$ cat src/rtl/ram_pkg.sv
// Shared types and constants for the data-RAM controller and its storage array.
package ram_pkg;

  localparam logic [15:0] RAM_BOUND_L = 16'h0200;
  localparam logic [15:0] RAM_BOUND_U = 16'h0400;
  localparam int unsigned WAIT_CNT_W  = 3;

  typedef enum logic [1:0] {
    IDLE   = 2'd0,
    WAIT   = 2'd1,
    ACCESS = 2'd2
  } state_t;

  // Request fields captured when a request is accepted in IDLE.
  typedef struct packed {
    logic [15:0] addr;
    logic [15:0] din;
    logic        we;
    logic        bw;
  } ram_req_t;

  function automatic logic in_window(input logic [15:0] addr,
                                     input logic [15:0] lo,
                                     input logic [15:0] hi);
    return (addr >= lo) && (addr < hi);
  endfunction

endpackage

$ cat src/rtl/ram_ctrl_array.sv
// Byte-wide RAM organised as even/odd lanes with per-lane write enables and a 2-byte read port.
// With RAM_CTRL_PARITY_EN defined each byte carries an even-parity bit checked on read.
module ram_ctrl_array #(
  parameter int unsigned WORDS = 256,
  parameter int unsigned IW    = 8
) (
  input  logic          clk,
  input  logic [IW-1:0] idx,
  input  logic          we_lo,
  input  logic          we_hi,
  input  logic [7:0]    wdata_lo,
  input  logic [7:0]    wdata_hi,
  output logic [15:0]   rdata_c
`ifdef RAM_CTRL_PARITY_EN
  ,
  output logic [1:0]    rpar_bad_c
`endif
);

  logic [7:0] mem_lo [WORDS];
  logic [7:0] mem_hi [WORDS];

  // Storage is deliberately not reset.
  always_ff @(posedge clk) begin
    if (we_lo) mem_lo[idx] <= wdata_lo;
    if (we_hi) mem_hi[idx] <= wdata_hi;
  end

  assign rdata_c = {mem_hi[idx], mem_lo[idx]};

`ifdef RAM_CTRL_PARITY_EN
  logic par_lo [WORDS];
  logic par_hi [WORDS];

  always_ff @(posedge clk) begin
    if (we_lo) par_lo[idx] <= ^wdata_lo;
    if (we_hi) par_hi[idx] <= ^wdata_hi;
  end

  // A lane is bad when data plus its stored bit has odd parity.
  assign rpar_bad_c = {^{mem_hi[idx], par_hi[idx]}, ^{mem_lo[idx], par_lo[idx]}};
`endif

endmodule

$ cat src/rtl/ram_ctrl.sv
// Data-RAM controller: req/ack slave over the byte window [BOUND_L, BOUND_U) with wait states.
// Optional parity storage and par_err output are enabled by defining RAM_CTRL_PARITY_EN.
module ram_ctrl
  import ram_pkg::*;
#(
  parameter logic [15:0] BOUND_L     = RAM_BOUND_L,
  parameter logic [15:0] BOUND_U     = RAM_BOUND_U,
  parameter int unsigned WAIT_STATES = 0
) (
  input  logic        clk,
  input  logic        rst_n,
  input  logic        req,
  input  logic [15:0] addr,
  input  logic [15:0] din,
  input  logic        we,
  input  logic        bw,
  output logic        ack,
  output logic [15:0] dout,
  output logic        err,
  output logic        busy
`ifdef RAM_CTRL_PARITY_EN
  ,
  output logic        par_err
`endif
);

  localparam int unsigned SIZE  = 32'(BOUND_U) - 32'(BOUND_L);
  localparam int unsigned AW    = $clog2(SIZE);
  localparam int unsigned WORDS = SIZE / 2;
  localparam int unsigned IW    = AW - 1;

  state_t                state_q, state_d;
  logic [WAIT_CNT_W-1:0] cnt_q, cnt_d;
  ram_req_t              req_q, req_d;
  logic                  ack_d, err_d, busy_d;
  logic [15:0]           dout_d;

  logic                  hit_c;
  logic [AW-1:0]         off_c;
  logic [15:0]           rdata_c;
  logic [7:0]            rbyte_c;
  logic [7:0]            wdata_hi_c;
  logic                  we_lo_c, we_hi_c;

`ifdef RAM_CTRL_PARITY_EN
  logic                  par_err_d;
  logic [1:0]            rpar_bad_c;
`endif

  // Decode of the latched request; odd offset selects the high lane.
  assign hit_c      = in_window(req_q.addr, BOUND_L, BOUND_U);
  assign off_c      = AW'(req_q.addr - BOUND_L);
  assign rbyte_c    = off_c[0] ? rdata_c[15:8] : rdata_c[7:0];
  assign wdata_hi_c = req_q.bw ? req_q.din[7:0] : req_q.din[15:8];

  ram_ctrl_array #(
    .WORDS (WORDS),
    .IW    (IW)
  ) u_array (
    .clk      (clk),
    .idx      (off_c[AW-1:1]),
    .we_lo    (we_lo_c),
    .we_hi    (we_hi_c),
    .wdata_lo (req_q.din[7:0]),
    .wdata_hi (wdata_hi_c),
    .rdata_c  (rdata_c)
`ifdef RAM_CTRL_PARITY_EN
    ,
    .rpar_bad_c (rpar_bad_c)
`endif
  );

  always_ff @(posedge clk or negedge rst_n) begin
    if (!rst_n) begin
      state_q <= IDLE;
      cnt_q   <= '0;
      req_q   <= '0;
      ack     <= 1'b0;
      err     <= 1'b0;
      busy    <= 1'b0;
      dout    <= 16'h0000;
`ifdef RAM_CTRL_PARITY_EN
      par_err <= 1'b0;
`endif
    end else begin
      state_q <= state_d;
      cnt_q   <= cnt_d;
      req_q   <= req_d;
      ack     <= ack_d;
      err     <= err_d;
      busy    <= busy_d;
      dout    <= dout_d;
`ifdef RAM_CTRL_PARITY_EN
      par_err <= par_err_d;
`endif
    end
  end

  // Next state, next registered outputs and array write enables.
  always_comb begin
    state_d = state_q;
    cnt_d   = cnt_q;
    req_d   = req_q;
    ack_d   = 1'b0;
    err_d   = 1'b0;
    dout_d  = dout;
    we_lo_c = 1'b0;
    we_hi_c = 1'b0;
`ifdef RAM_CTRL_PARITY_EN
    par_err_d = 1'b0;
`endif

    case (state_q)
      IDLE: begin
        if (req) begin
          req_d.addr = addr;
          req_d.din  = din;
          req_d.we   = we;
          req_d.bw   = bw;
          if (WAIT_STATES > 0) begin
            state_d = WAIT;
            cnt_d   = WAIT_CNT_W'(WAIT_STATES - 1);
          end else begin
            state_d = ACCESS;
          end
        end
      end
      WAIT: begin
        if (cnt_q == '0) state_d = ACCESS;
        else             cnt_d   = cnt_q - WAIT_CNT_W'(1);
      end
      ACCESS: begin
        state_d = IDLE;
        ack_d   = 1'b1;
        err_d   = !hit_c;
        if (!hit_c) begin
          dout_d = 16'h0000;
        end else if (req_q.we) begin
          we_lo_c = !req_q.bw || !off_c[0];
          we_hi_c = !req_q.bw ||  off_c[0];
        end else begin
          dout_d = req_q.bw ? {8'h00, rbyte_c} : rdata_c;
`ifdef RAM_CTRL_PARITY_EN
          par_err_d = req_q.bw ? (off_c[0] ? rpar_bad_c[1] : rpar_bad_c[0]) : |rpar_bad_c;
`endif
        end
      end
      default: state_d = IDLE;
    endcase

    busy_d = (state_d != IDLE);
  end

endmodule

$ cat config.mk
export PLATFORM = sky130hd
export DESIGN_NAME = ram_ctrl
export DESIGN_NICKNAME = d
export VERILOG_FILES = /design/src/rtl/ram_pkg.sv /design/src/rtl/ram_ctrl_array.sv /design/src/rtl/ram_ctrl.sv
export SDC_FILE = /design/constraint.sdc
export NUM_CORES = 2
export LEC_CHECK = 0
export BUFFER_PORTS_ARGS = -buffer_cell sky130_fd_sc_hd__buf_2
export CAP_MARGIN = 20
export CELL_PAD_IN_SITES_DETAIL_PLACEMENT = 0
export CELL_PAD_IN_SITES_GLOBAL_PLACEMENT = 1
export CORE_AREA = 2 2 581 467
export DETAILED_ROUTE_END_ITERATION = 7
export DIE_AREA = 0 0 583 469
export PLACE_DENSITY = 0.81
export SLEW_MARGIN = 30
export SYNTH_ARGS = -nofsm -noshare
export SYNTH_HDL_FRONTEND = slang
export SYNTH_SLANG_ARGS = --single-unit
$ cat constraint.sdc
create_clock -name clk -period 10.9 [get_ports clk]
set_input_delay 2.18 -clock clk [delete_from_list [all_inputs] [get_ports clk]]
set_output_delay 2.18 -clock clk [all_outputs]
set_load 0.1 [all_outputs]
=== Yosys cells after proc, flatten, opt, wreduce, memory -nomap -nowiden ===
Memories as Yosys holds them, arrays and structs flattened.
Index checks and enable logic that the tools add are counted.

* Output and inout port bits: 19
* Register bits: 58
* Memories: 2
* Memory bits (writable): 4096
* Input bits: 37

{| class="wikitable"
|+ Memories
! memory !! words !! bits a word !! read ports !! clocked after Yosys merged registers in !! write ports !! line !! source
|-
| u_array.mem_hi || 256 || 8 || 1 || 0 || 1 || ram_ctrl_array.sv:21 || <nowiki>logic [7:0] mem_hi [WORDS];</nowiki>
|-
| u_array.mem_lo || 256 || 8 || 1 || 0 || 1 || ram_ctrl_array.sv:20 || <nowiki>logic [7:0] mem_lo [WORDS];</nowiki>
|}

* Reduce and logical (&&, ||, !) cells: 12
* Order comparisons: 2
* $add $sub $neg: 2
* Muxes and demuxes: 20
* Equality and inequality tests: 3
* Bitwise gates (word level): 1

{| class="wikitable"
|+ Operators by type and width
! kind !! count
|-
| 2-to-1 mux 16 bit || 3
|-
| greater-or-equal comparator 16 x 10 -> 1 bit (second input constant) || 1
|-
| < comparator 16 x 11 -> 1 bit (second input constant) || 1
|-
| 2-to-1 mux 8 bit || 2
|-
| 2-to-1 mux 1 bit || 12
|-
| subtractor 9 x 1 -> 9 bit (second input constant) || 1
|-
| AND reduction 2 bit || 3
|-
| 2-to-1 mux 2 bit || 2
|-
| one-hot mux 2 bit (2 select lines) || 1
|-
| logical NOT 1 bit || 3
|-
| logical NOT 3 bit || 1
|-
| subtractor 3 x 1 -> 3 bit (second input constant) || 1
|-
| == test 2 x 1 -> 1 bit (second input constant) || 1
|-
| == test 2 bit (second input constant) || 1
|-
| logical NOT 2 bit || 1
|-
| logical OR 1 bit || 2
|-
| inequality test 2 bit (second input constant) || 1
|-
| nonzero test 2 bit || 1
|-
| logical AND 1 bit || 1
|-
| inverter 1 bit || 1
|}

=== Longest topological paths before layout ===
* Depth after elaboration: 8
* Depth in mapped cells: 14
* Mapped depth without buffers: 7

=== Hierarchy ===
From an unflattened synthesis, not the netlist that was laid out.

* Cells, all modules: 7209
* Area, all modules: 158841.1 µm²

{| class="wikitable"
|+ Modules (own cells, without submodules)
! module !! sequential area each (µm²) !! area each (µm²) !! instances !! cells an instance
|-
| ram_ctrl_array || 122998.0 || 156208.6 || 1 || 7016
|-
| ram_ctrl || 1451.4 || 2632.5 || 1 || 193
|}

=== Worst setup path after synthesis ===
Ideal clock, no wire load.

* Path type: reg2reg
* Start: register req_q[2] (netlist bit)
* End: memory u_array.mem_hi[0][0], data pin
* Path slack: 4.848 ns
* Clock period less this slack: 6.052 ns
* Library setup time: 0.555 ns
* Stages on the path, launching flop included: 2
* Required time: 10.345 ns
* Data arrival time: 5.497 ns
* Path buffers: 0
* Path through: dfrtp_1 > mux2_2

* Word-level cells in the longest chain between the ends: 1

{| class="wikitable"
|+ RTL lines
! element !! line !! source
|-
| from (decl) || ram_ctrl.sv:34 || <nowiki>ram_req_t req_q, req_d;</nowiki>
|-
| from (signal assigned) || ram_ctrl.sv:88 || <nowiki>req_q <= req_d;</nowiki>
|-
| 2-to-1 mux 8 bit || ram_ctrl.sv:54 || <nowiki>assign wdata_hi_c = req_q.bw ? req_q.din[7:0] : req_q.din[15:8];</nowiki>
|-
| via u_array.wdata_hi[0] || ram_ctrl_array.sv:12 || <nowiki>input logic [7:0] wdata_hi,</nowiki>
|-
| to (decl) || ram_ctrl_array.sv:21 ||
|}

The timed path passes the listed nets, and every way through them passes these cells.

=== Worst setup path after layout ===
* Start: register req_q[19] (netlist bit)
* End: register dout[14]

* Word-level cells in the longest chain between the ends: 5

{| class="wikitable"
|+ RTL lines
! element !! line !! source
|-
| subtractor 9 x 1 -> 9 bit || ram_ctrl.sv:52 || <nowiki>assign off_c = AW'(req_q.addr - BOUND_L);</nowiki>
|-
| memory read (256 x 8 bit) || - ||
|-
| 2-to-1 mux 16 bit || ram_ctrl.sv:142 || <nowiki>dout_d = req_q.bw ? {8'h00, rbyte_c} : rdata_c;</nowiki>
|-
| 2-to-1 mux 16 bit || ram_ctrl.sv:138 || <nowiki>end else if (req_q.we) begin</nowiki>
|-
| 2-to-1 mux 16 bit || ram_ctrl.sv:136 || <nowiki>if (!hit_c) begin</nowiki>
|-
| to (signal assigned) || ram_ctrl.sv:92 || <nowiki>dout <= dout_d;</nowiki>
|-
| to (decl) || ram_ctrl.sv:18 || <nowiki>output logic [15:0] dout,</nowiki>
|}

Several ways; a longest one is shown, not always the timed one. The select of a mux whose other input is x is not followed.
A chain may end at the register's enable or synchronous reset.

==> results.sh <==
export IMPL_dr_pass1_iters=8
export IMPL_via_count_of_the_first_global_routing_pass=76711
export IMPL_crit_fanout=88
export IMPL_outcome="finished, final reports clean"
export IMPL_nFillCells=16389
export IMPL_grt_max_degree=213
export IMPL_worst_skew_pair_late_latency_ps=930
export IMPL_viasPerCell=7.099
export IMPL_setup_repair_after_global_routing_missed_its_margin="false"
export IMPL_worst_setup_path_end_kind="flip-flop"
export IMPL_postSynthAreaPerCell_um2=22.52
export IMPL_clock_path_buffers=4
export IMPL_routed_via_count=78978
export IMPL_p_total_mw=36.10
export IMPL_timing_slew_headroom_pct=27.95
export IMPL_ioPinCount=56
export IMPL_critical_path_top_delay_family="compound AO/OA/AOI/OAI gates"
export IMPL_post_cts_repair_setup_buffers=0
export IMPL_maxClockFrequency_mhz=185.2
export IMPL_ys_seq_area_share_pct=77.77
export IMPL_drt_initial_drc_count=13275
export IMPL_post_synth_num_cell_types=57
export IMPL_tightest_slew_ps=1081
export IMPL_worst_ep_required_time_ps=11690
export IMPL_floorplan_die_area_um2=273400
export IMPL_cellPowerDensity_nw_per_um2=203.8
export IMPL_antenna_found_initial=23
export IMPL_clkTransAtPathRegs_ps=70
export IMPL_ir_drop_uv=154.8
export IMPL_cts_repair_resize_count=0
export IMPL_report_final_hold_viol_count=0
export IMPL_finalSetupViolCount=0
export IMPL_startpoint_type="flip-flop"
export IMPL_setup_ws_ps=5502
export IMPL_antenna_left=0
export IMPL_synth_warnings=0
export IMPL_fin_tns_setup_ps=0
export IMPL_timing_final_crit_share_pct=49.53
export IMPL_critPathArrivalTime_ps=6190
export IMPL_crit_path_cell_trace="buf_12 > buf_4 > mux4_2 > a22o_1 > a221oi_1 > o22ai_1 > o21ai_0 > nand3b_1 > a22o_1"
export IMPL_total_congestion_overflow_after_global_routing=0
export IMPL_die_h_um=469
export IMPL_commonest_register_cell_after_synthesis="sky130_fd_sc_hd__edfxtp_1"
export IMPL_flow_area_growth_from_synthesis_pct=10.70
export IMPL_synth_nets=7144
export IMPL_synthArstFlopShare_pct=1.396
export IMPL_ctsHoldBuffers=0
export IMPL_timing_clock_skew_ps=61.66
export IMPL_post_synth_instance_area_um2=160000
export IMPL_worstSetupPathType="flip-flop to flip-flop"
export IMPL_timing_critical_path_slowest_cell_delay_ps=770
export IMPL_report_final_slew_viol_count=0
export IMPL_clockRootBuffer="sky130_fd_sc_hd__clkbuf_16"
export IMPL_tritoncts="built"
export IMPL_synth_edf_count=4096
export IMPL_detail_route_wirelength_um=410600
export IMPL_portBuffers=55
export IMPL_layout_nets=7334
export IMPL_initial_core_utilization_pct=59.81
export IMPL_cellLeakagePower_nw=54.18
export IMPL_std_cell_rows=170
export IMPL_critical_path_buf_inv_count=2
export IMPL_floorplan_core_area_um2=267600
export IMPL_hp_class="flip-flop to flip-flop"
export IMPL_post_route_drc_count=0
export IMPL_path_common_cell="sky130_fd_sc_hd__a22o_1"
export IMPL_synth_cells=7105
export IMPL_detail_route_wl_per_cell_um=36.90
export IMPL_groute_usage_overall_pct=30.29
export IMPL_crit_path_top_delay_cell="sky130_fd_sc_hd__dfrtp_4"
export IMPL_layout_drive_gt1_share_pct=26.87
export IMPL_dieWidth_um=583
export IMPL_place_worst_setup_slack_ps=5634
export IMPL_synth_register_bits=4154
export IMPL_dp_wirelength_um=241300
export IMPL_cts_num_sinks=4154
export IMPL_cts_inserted_buffers=386
export IMPL_timing_max_cap_violations=0
export IMPL_grt_first_pass_wirelength_um=580400
export IMPL_gpl_final_weighted_congestion=0.8893
export IMPL_finalWorstPathRequiredPeriod_ps=5398
export IMPL_h_tree_depth=5
[state kept, by name, indices dropped and copies added (netlist names)]
signal and flops:
cnt_q 3, u_array.mem_hi 2048, req_q 34, ack 1
u_array.mem_lo 2048, state_q 2, busy 1, dout 16
err 1
[cells by family (layout without fill, tap and decap cells)]
| group | count (synthesis) | in the layout | synth area share [%] |
|---|---|---|---|
| fa+ha+maj | 2 | 2 | 0.01563 |
| flops | 4154 | 4154 | 77.77 |
| simple gates | 826 | 826 | 2.114 |
| mux | 1284 | 1284 | 17.06 |
| xor+xnor | 2 | 2 | 0.01095 |
| compound gates | 394 | 394 | 1.701 |
| buf+inv | 443 | 933 | 1.328 |
| other cells | 0 | 5 | 0 |
[metal layers]
layer | wire (µm) | share of wire (%) | global-route usage, % | up-vias
met3 | 60460 | 15 | 9.219 | 741
met1 | 154600 | 38 | 46.13 | 41875
li1 | - | - | - | 30354
met4 | 14510 | 3.5 | 9.174 | 22
met2 | 180900 | 44 | 42.94 | 5986
met5 | 149 | 0.036 | 0 | -
[path summary, 6_finish.rpt]
check	start	end	slack (ps)	depth (start not counted)
min	dout[5]	dout[5]	490	2
min in group asynchronous	rst_n	req_q[8]	1250	1
min reg2reg	dout[5]	dout[5]	490	2
max	req_q[19]	dout[14]	5500	9
max in group asynchronous	rst_n	req_q[22]	9000	1
max reg2reg	req_q[19]	dout[14]	5500	9
[cell usage in the layout, fill, tap and decap left out, drive strengths merged, types with 3 or more instances in the layout]
master and count:
o21ai 27, nor3 32, bufinv 41, mux2 44
nor2b 11, clkinv 156, a2111oi 3, a32oi 9
nand3 33, a221oi 11, clkinvlp 8, mux4 1151
a311oi 3, inv 17, buf 235, nand3b 3
a211oi 6, a31oi 9, dfrtp 58, and2 4
a22o 10, mux2i 89, o211ai 5, a22oi 173
a21oi 85, o22ai 21, o32ai 3, diode 5
o31ai 9, nand2 125, nor2 562, or2 4
nand2b 8, clkbuf 476, edfxtp 4096, nand4 10
o2111ai 3, o221ai 5, nor4 26
[synthesized netlist by cell type, types with 10 or more instances]
cell type / instances / area share [%]
sky130_fd_sc_hd__a21oi_1: 85 / 0.27
sky130_fd_sc_hd__a221oi_1: 11 / 0.060
sky130_fd_sc_hd__a22o_1: 10 / 0.055
sky130_fd_sc_hd__a22oi_1: 173 / 0.81
sky130_fd_sc_hd__buf_1: 55 / 0.13
sky130_fd_sc_hd__buf_2: 124 / 0.39
sky130_fd_sc_hd__buf_4: 68 / 0.32
sky130_fd_sc_hd__clkbuf_1: 179 / 0.42
sky130_fd_sc_hd__dfrtp_1: 58 / 0.91
sky130_fd_sc_hd__edfxtp_1: 4096 / 77
sky130_fd_sc_hd__mux2_2: 44 / 0.31
sky130_fd_sc_hd__mux2i_1: 89 / 0.56
sky130_fd_sc_hd__mux4_2: 1151 / 16
sky130_fd_sc_hd__nand2_1: 125 / 0.29
sky130_fd_sc_hd__nand3_1: 33 / 0.10
sky130_fd_sc_hd__nand4_1: 10 / 0.039
sky130_fd_sc_hd__nor2_1: 562 / 1.3
sky130_fd_sc_hd__nor2b_1: 11 / 0.043
sky130_fd_sc_hd__nor3_1: 32 / 0.10
sky130_fd_sc_hd__nor4_1: 26 / 0.10
sky130_fd_sc_hd__o21ai_0: 27 / 0.084
sky130_fd_sc_hd__o22ai_1: 21 / 0.082
[through the flow]
stage | std cells | instance area [µm²] | utilization [%] | hold WS [ps]
floorplan | 7105 | 160000 | - | 445.4
global placement | 10424 | 164400 | 61.43 | 463.0
detailed placement | 10425 | 164400 | 61.46 | 475.2
CTS | 11113 | 176900 | 66.10 | 493.2
global route | 11123 | 177100 | 66.20 | 511.4
finish | 11126 | 177100 | 66.20 | 494.2
[final cells by class]
| type | count | area [µm²] | area share (%) |
|---|---|---|---|
| Timing Repair Buffer | 235 | 1977 | 1.116 |
| Clock buffer | 476 | 10280 | 5.803 |
| Multi-Input combinational cell | 2508 | 33780 | 19.07 |
| Inverter | 10 | 37.54 | 0.02119 |
| Sequential cell | 4154 | 124500 | 70.28 |
| Antenna cell | 5 | 12.51 | 0.007063 |
| Tap cell | 3526 | 4412 | 2.490 |
| Clock inverter | 212 | 2148 | 1.213 |
[report_power, final]
group          internal (mW)  switching (mW)
logic                   1.45            2.80
registers               18.2           0.144
clock network           7.66            5.80
total                   27.4            8.75
[worst min-delay path, stage by stage, from the launching register on]
cell and delay [ps]:
sky130_fd_sc_hd__dfrtp_1 350, sky130_fd_sc_hd__nand2_1 50, sky130_fd_sc_hd__o41ai_1 60
(Power assumes the default switching activity.)
